--- src/rtl/fft256_pkg.sv ---
// ---------------------------------------------------------------------------
// fft256_pkg -- shared constants and types for the 256-point FFT datapath.
//
// Contents:
//   NB_DEF   : default FFT output data width base. Samples are NB_DEF+4 bits.
//   LOGN_DEF : default log2 of the frame length.
//   FFT_N    : frame length, 2**LOGN_DEF.
//   HW       : width of the headroom / shift code (values 0..3).
//   state_t  : shift detector FSM states.
//   hdrm_min : minimum of two headroom codes.
// ---------------------------------------------------------------------------
package fft256_pkg;

    localparam int NB_DEF   = 12;
    localparam int LOGN_DEF = 8;
    localparam int FFT_N    = 1 << LOGN_DEF;
    localparam int HW       = 2;

    typedef enum logic {
        S_IDLE = 1'b0,
        S_ACC  = 1'b1
    } state_t;

    function automatic logic [HW-1:0] hdrm_min(input logic [HW-1:0] a,
                                               input logic [HW-1:0] b);
        return (a < b) ? a : b;
    endfunction

endpackage

--- src/rtl/shift_det_hdrm.sv ---
// ---------------------------------------------------------------------------
// shift_det_hdrm -- combinational headroom of one complex sample.
//
// The headroom of a value is the number of bits directly below its sign bit
// that still equal the sign bit, looking at most three bits down. The sample
// headroom is the smaller of the real and imaginary headrooms.
//
// Ports:
//   dr   in  nb+4  real part, two's complement
//   di   in  nb+4  imaginary part, two's complement
//   hdrm out HW    sample headroom, 0..3
// ---------------------------------------------------------------------------
module shift_det_hdrm
    import fft256_pkg::*;
#(
    parameter int nb = NB_DEF
) (
    input  logic [nb+3:0] dr,
    input  logic [nb+3:0] di,
    output logic [HW-1:0] hdrm
);

    // Only the sign bit and the three bits below it matter; the count stops
    // at the first bit that differs from the sign.
    function automatic logic [HW-1:0] head(input logic [nb+3:0] x);
        if (x[nb+2] != x[nb+3])      return 2'd0;
        else if (x[nb+1] != x[nb+3]) return 2'd1;
        else if (x[nb] != x[nb+3])   return 2'd2;
        else                         return 2'd3;
    endfunction

    assign hdrm = hdrm_min(head(dr), head(di));

endmodule

--- src/rtl/shift_det.sv ---
// ---------------------------------------------------------------------------
// shift_det -- block-floating-point shift detector for one FFT frame.
//
// Tracks the minimum sample headroom over a frame of 2**LOGN samples and,
// one edge after the last sample, publishes it as the normalizer left-shift
// code together with a one-cycle (ED-qualified) RDY strobe. START restarts
// a frame at any time, discarding a partial one. All state holds while ED=0.
//
// Ports:
//   CLK   in  1     clock, rising edge
//   RST   in  1     asynchronous, active-high reset
//   ED    in  1     enable; state and outputs hold when low
//   START in  1     sample 0 of a frame (sampled with ED=1)
//   DR    in  nb+4  real part of current sample
//   DI    in  nb+4  imaginary part of current sample
//   SHIFT out 2     shift code, valid from RDY until the next RDY
//   RDY   out 1     frame-result strobe
//   BUSY  out 1     high while a frame is being accumulated
//
// Build option:
//   SHIFT_DET_MARGIN_EN : when defined, SHIFT = max(min_headroom-1, 0),
//                         keeping one guard bit for normalizer rounding.
//                         Otherwise SHIFT = min_headroom.
// ---------------------------------------------------------------------------
module shift_det
    import fft256_pkg::*;
#(
    parameter int nb   = NB_DEF,
    parameter int LOGN = LOGN_DEF
) (
    input  logic          CLK,
    input  logic          RST,
    input  logic          ED,
    input  logic          START,
    input  logic [nb+3:0] DR,
    input  logic [nb+3:0] DI,
    output logic [HW-1:0] SHIFT,
    output logic          RDY,
    output logic          BUSY
);

    state_t          state_r, state_nxt;
    logic [LOGN-1:0] cnt_r, cnt_nxt;
    logic [HW-1:0]   min_r, min_nxt;
    logic [HW-1:0]   shift_nxt;
    logic            rdy_nxt;
    logic [HW-1:0]   hdrm;
    logic [HW-1:0]   min_acc;

    shift_det_hdrm #(
        .nb   (nb)
    ) u_hdrm (
        .dr   (DR),
        .di   (DI),
        .hdrm (hdrm)
    );

    function automatic logic [HW-1:0] to_shift(input logic [HW-1:0] m);
`ifdef SHIFT_DET_MARGIN_EN
        return (m == '0) ? '0 : m - 1'b1;
`else
        return m;
`endif
    endfunction

    // Running minimum including the current sample.
    assign min_acc = hdrm_min(min_r, hdrm);

    always_comb begin
        // NOTE: every output of this block gets a default first so no path
        // leaves a signal unassigned, which would infer a latch.
        state_nxt = state_r;
        cnt_nxt   = cnt_r;
        min_nxt   = min_r;
        shift_nxt = SHIFT;
        rdy_nxt   = 1'b0;   // strobe: cleared on every enabled edge

        if (START) begin
            // Restart wins over everything, including the last-sample case.
            state_nxt = S_ACC;
            cnt_nxt   = LOGN'(1);
            min_nxt   = hdrm;
        end else if (state_r == S_ACC) begin
            cnt_nxt = cnt_r + LOGN'(1);   // wraps to 0 after the last sample
            min_nxt = min_acc;
            if (cnt_r == '1) begin
                shift_nxt = to_shift(min_acc);
                rdy_nxt   = 1'b1;
                state_nxt = S_IDLE;
            end
        end
    end

    // NOTE: state registers use non-blocking assignments so all of them
    // update together from values computed before the edge.
    always_ff @(posedge CLK or posedge RST) begin
        if (RST) begin
            state_r <= S_IDLE;
            cnt_r   <= '0;
            min_r   <= 2'd3;
            SHIFT   <= '0;
            RDY     <= 1'b0;
        end else if (ED) begin
            state_r <= state_nxt;
            cnt_r   <= cnt_nxt;
            min_r   <= min_nxt;
            SHIFT   <= shift_nxt;
            RDY     <= rdy_nxt;
        end
    end

    assign BUSY = (state_r == S_ACC);

endmodule
--- config.mk ---
export PLATFORM = sky130hd
export DESIGN_NAME = shift_det
export DESIGN_NICKNAME = d
export VERILOG_FILES = /design/src/rtl/fft256_pkg.sv /design/src/rtl/shift_det_hdrm.sv /design/src/rtl/shift_det.sv
export SDC_FILE = /design/constraint.sdc
export NUM_CORES = 1
export LEC_CHECK = 0
export CAP_MARGIN = 10
export CELL_PAD_IN_SITES_DETAIL_PLACEMENT = 0
export CELL_PAD_IN_SITES_GLOBAL_PLACEMENT = 1
export CORE_MARGIN = 5
export CORE_UTILIZATION = 28
export DETAILED_ROUTE_END_ITERATION = 8
export HOLD_SLACK_MARGIN = 0.05
export PLACE_DENSITY_LB_ADDON = 0.08
export SLEW_MARGIN = 20
export SYNTH_ARGS = -nofsm -noshare
export SYNTH_HDL_FRONTEND = slang
export SYNTH_SLANG_ARGS = --single-unit
--- constraint.sdc ---
create_clock -name CLK -period 1.89 [get_ports CLK]
set_input_delay 0.189 -clock CLK [delete_from_list [all_inputs] [get_ports CLK]]
set_output_delay 0.189 -clock CLK [all_outputs]
set_load 0.1 [all_outputs]
==> summary.md <==
| Metric | Value |
|---|---|
| Status | completed |
| I/O pin cnt | 40 |
| Startpoint types | input pin |
| Synth area leader | dfrtp_1 |
| # port buffers | 15 |
| Non-filler cells in the finished layout | about 160 |
| Final core utilization | between 40 and 50% |
| Max-slew headroom | a little over three fifths |
| Die footprint | 0.004278 mm^2 |
| Number of detailed-route iterations in the first pass | 5 |
| Hold Violations, Final | 0 |
| Maxcap violations | 0 |
| Skew-Pair Late Insertion Delay | roughly 0.28 ns |
| Mapped Area | between 800 and 900 um^2 |
| Global-route wire length before repair | 3836 um |
| Reg-to-reg startpoint | cnt_r[0] |
| Largest cells by area after synthesis | dfrtp_1 35%, ha_1 7.3%, o21ai_0 6.4%, dfstp_2 6.1%, nand2_1 5.7% |
| Seq/Total Area, Yosys | 41.05% |
| Synthesized net count | between 100 and 150 |
| Clock transition at path regs | 0.09 ns |
| Kind of critical path | in -> reg |
| DR iter-0 viols | 36 |
| Internal Power | a little under 0.5 mW |
| Detailed Route WL | ~2100 um |
| Share of the synthesized area in the top cell type | 34.93% |
| Via/cell ratio | just under 5 |
| CP arrival | between 2 and 2.5 ns |
| Cells along the critical path | dlygate4sd2_1 > or3_1 > and2_4 > inv_1 > ha_2 > ha_4 > nor2b_2 > or2_4 > o221ai_2 > o21ai_1 |
| # DRC | 0 |
| Avg Synthesized Cell Area | roughly 8.9 um^2 |
| WL met2 | 958 um |
| Total GRT Usage | about an eighth |
| Clock power share | about a quarter |
| Final clock skew | 0.0005301 ns |
| Worst vdd ir | between 400 and 500 uV |
| Detailed placer's ending HPWL | 1602 um |
| Share of power burned in registers | about half |
| Synth warn | 0 |
| CORE AREA | ~0.003 mm^2 |
| Area grow syn2layout | 40.90% |
| Post-synthesis cell count | 97 |
| Reg2Reg Capture Point | SHIFT[1] |
| Pwr Density | approximately 570 mW/mm^2 |
| Largest stage delay, worst path | approximately 0.36 ns |
| Combinational power share | between 20% and 30% |
| Post-route ant nets | 0 |
| TritonCTS clock tree | built |
| Metal3 WL | about 65 um |
| Setup Viol. Count Final | 0 |
| Share of cells above drive strength 1 | between 30 and 40% |
| Worst reg2reg setup slack | approximately 0.19 ns |
| Post-Place Cells | approximately 160 |
| Fin crit share | between 90% and 100% |
| Vias in the first global route | roughly 810 |
| Number of buffers created by CTS | 3 |
| Site row count | 20 |
| Largest net degree at the start of global routing | 15 |
| Metal-1 WL | approximately 1100 um |
| Die Y | about 65 um |
| Aggregate global routing overflow | 0 |
| Max Buffers Root-to-Sink | 2 |
| H-tree Lvls | 1 |
| FF-to-FF path depth | 4 |
| # fillers | 304 |
| Clk sinks | 14 |
| Via count | 804 |
| Post-synth cell types | 31 |
| Wire per inst | 12.91 um |
| Element type at the critical path end | flip-flop |
| Initial antenna violation count | 0 |
| CP required | 2.06 ns |
| Post-Place Cell Area | between 0.001 and 0.0015 mm^2 |
| Worst Hold Class | in -> async |
| Placer Congestion | 0.7376 |
| Switching power | between 0.15 and 0.2 mW |
| Final non-filler cell area | about 0.0012 mm^2 |
| Crit-path max FO | 2 |
| Slowest-stage cell, CP | or3_1 |
| Ant. Diodes | 0 |
| Yosys reg bits | 14 |
| Fin crit period | 1.837 ns |
| Leak pwr | approximately 0.54 nW |
| DIE WIDTH | between 60 and 70 um |
| Layout Nets | 172 |
| Slew Limit Fails | 0 |
| Worst-Margin Slew | ~0.56 ns |
| Sw frac | between 20% and 30% |
| Uppermost layer routed | met4 |
| Initial Util | ~29% |
| Highest Clock Rate | approximately 540 MHz |
| Clock Tree Root | clkbuf_4 |
[power by group through the flow]
stage | clock (mW) | sequential (mW) | combinational, mW
finish | 0.182 | 0.354 | 0.156
detailed placement | 0 | 0.358 | 0.153
CTS | 0.195 | 0.353 | 0.155
global route | 0.215 | 0.361 | 0.181
global placement | 0 | 0.359 | 0.149
floorplan | 0 | 0.353 | 0.0845
[through the flow]
stage / TNS, ns / total power [mW] / worst slack (ns) / hold slack [ns]
floorplan: 0 / 0.4372 / 0.002739 / 0.07672
detailed placement: -1.021 / 0.5110 / -0.4670 / 0.4932
global placement: -0.9446 / 0.5085 / -0.4342 / 0.4925
global route: -0.02552 / 0.7571 / -0.01402 / 0.3483
finish: 0 / 0.6919 / 0.05294 / 0.2499
CTS: 0 / 0.7035 / 0.03455 / 0.2728
[what timing repair did]
action	CTS	global route
pin swaps	5	5
resized for setup	8	4
hold buffers	0	0
setup buffers	1	0
endpoints found under the setup margin	2	2
[how the worst max path moves through the flow]
stage          startpoint        to  slack (ns)  depth (start not counted)
2_1_floorplan      DI[14]  SHIFT[0]       0.003                          9
3_3_place_gp       DI[14]  SHIFT[0]       -0.43                         10
3_5_place_dp       DI[14]  SHIFT[0]       -0.47                         10
4_1_cts            DI[13]  SHIFT[0]        0.03                         10
5_1_grt            DI[14]  min_r[0]       -0.01                         12
6_report           DI[14]  SHIFT[0]        0.05                         10
[cells in the final DEF, fill, tap and decap left out, types with 3 or more instances in the layout]
master	count
clkbuf_4	3
nand3_1	3
dlygate4sd2_1	5
o21ai_0	9
buf_4	20
inv_1	6
a21oi_1	6
xnor2_1	3
clkdlybuf4s50_1	6
nand2_1	13
dfrtp_1	11
nor2_1	6
[critical path, delay by kind of cell]
kind | cells | cell delay [ns]
compound gates | 2 | 0.24
fa+ha+maj | 2 | 0.40
buf+inv | 2 | 0.29
simple gates | 4 | 0.89
[cell type report]
class / instances / area (um^2) / area share [%]
Multi-Input combinational cell: 75 / 513.0 / 42.36
Sequential cell: 14 / 354.1 / 29.24
Timing Repair Buffer: 31 / 254.0 / 20.97
Tap cell: 33 / 41.29 / 3.409
Clock buffer: 4 / 26.28 / 2.169
Inverter: 6 / 22.52 / 1.860
[state kept, by name, indices dropped and copies added (netlist names)]
name and cells:
SHIFT 2, RDY 1, cnt_r 8, BUSY 1, min_r 2
[metal layers]
metal	vias up	track usage (%)
met5	-	0
met4	0	2.332
met3	2	3.932
met2	8	18.84
met1	379	15.13
li1	415	-
[logic make-up (layout without fill, tap and decap cells)]
logic type	after synthesis	in the layout	synth area share (%)
buffers and inverters	8	41	3.638
XOR/XNOR	3	3	3.057
AND/OR/NAND/NOR	40	40	24.46
multiplexers	1	1	1.746
flip-flops	14	14	41.05
adder cells (fa/ha/maj)	5	5	7.278
AO/OA/AOI/OAI	26	26	18.78
[synth_stat cells (all sizes together)]
cell and n:
nand2 13, dfrtp 12, o21ai 11, a21oi 6
inv 6, nor2 6, ha 5, nand3 3
nor2b 3, or2 3, xnor2 3, a22o 2
and2 2, dfstp 2, nand2b 2, nor3 2
o2111ai 2, a221o 1, a41oi 1, and3 1
and3b 1, buf 1, clkbuf 1, mux2 1
nand3b 1, nand4 1, o211ai 1, o221ai 1
o22ai 1, or3 1, or4 1
No activity file was read; power rests on OpenSTA's default activity.
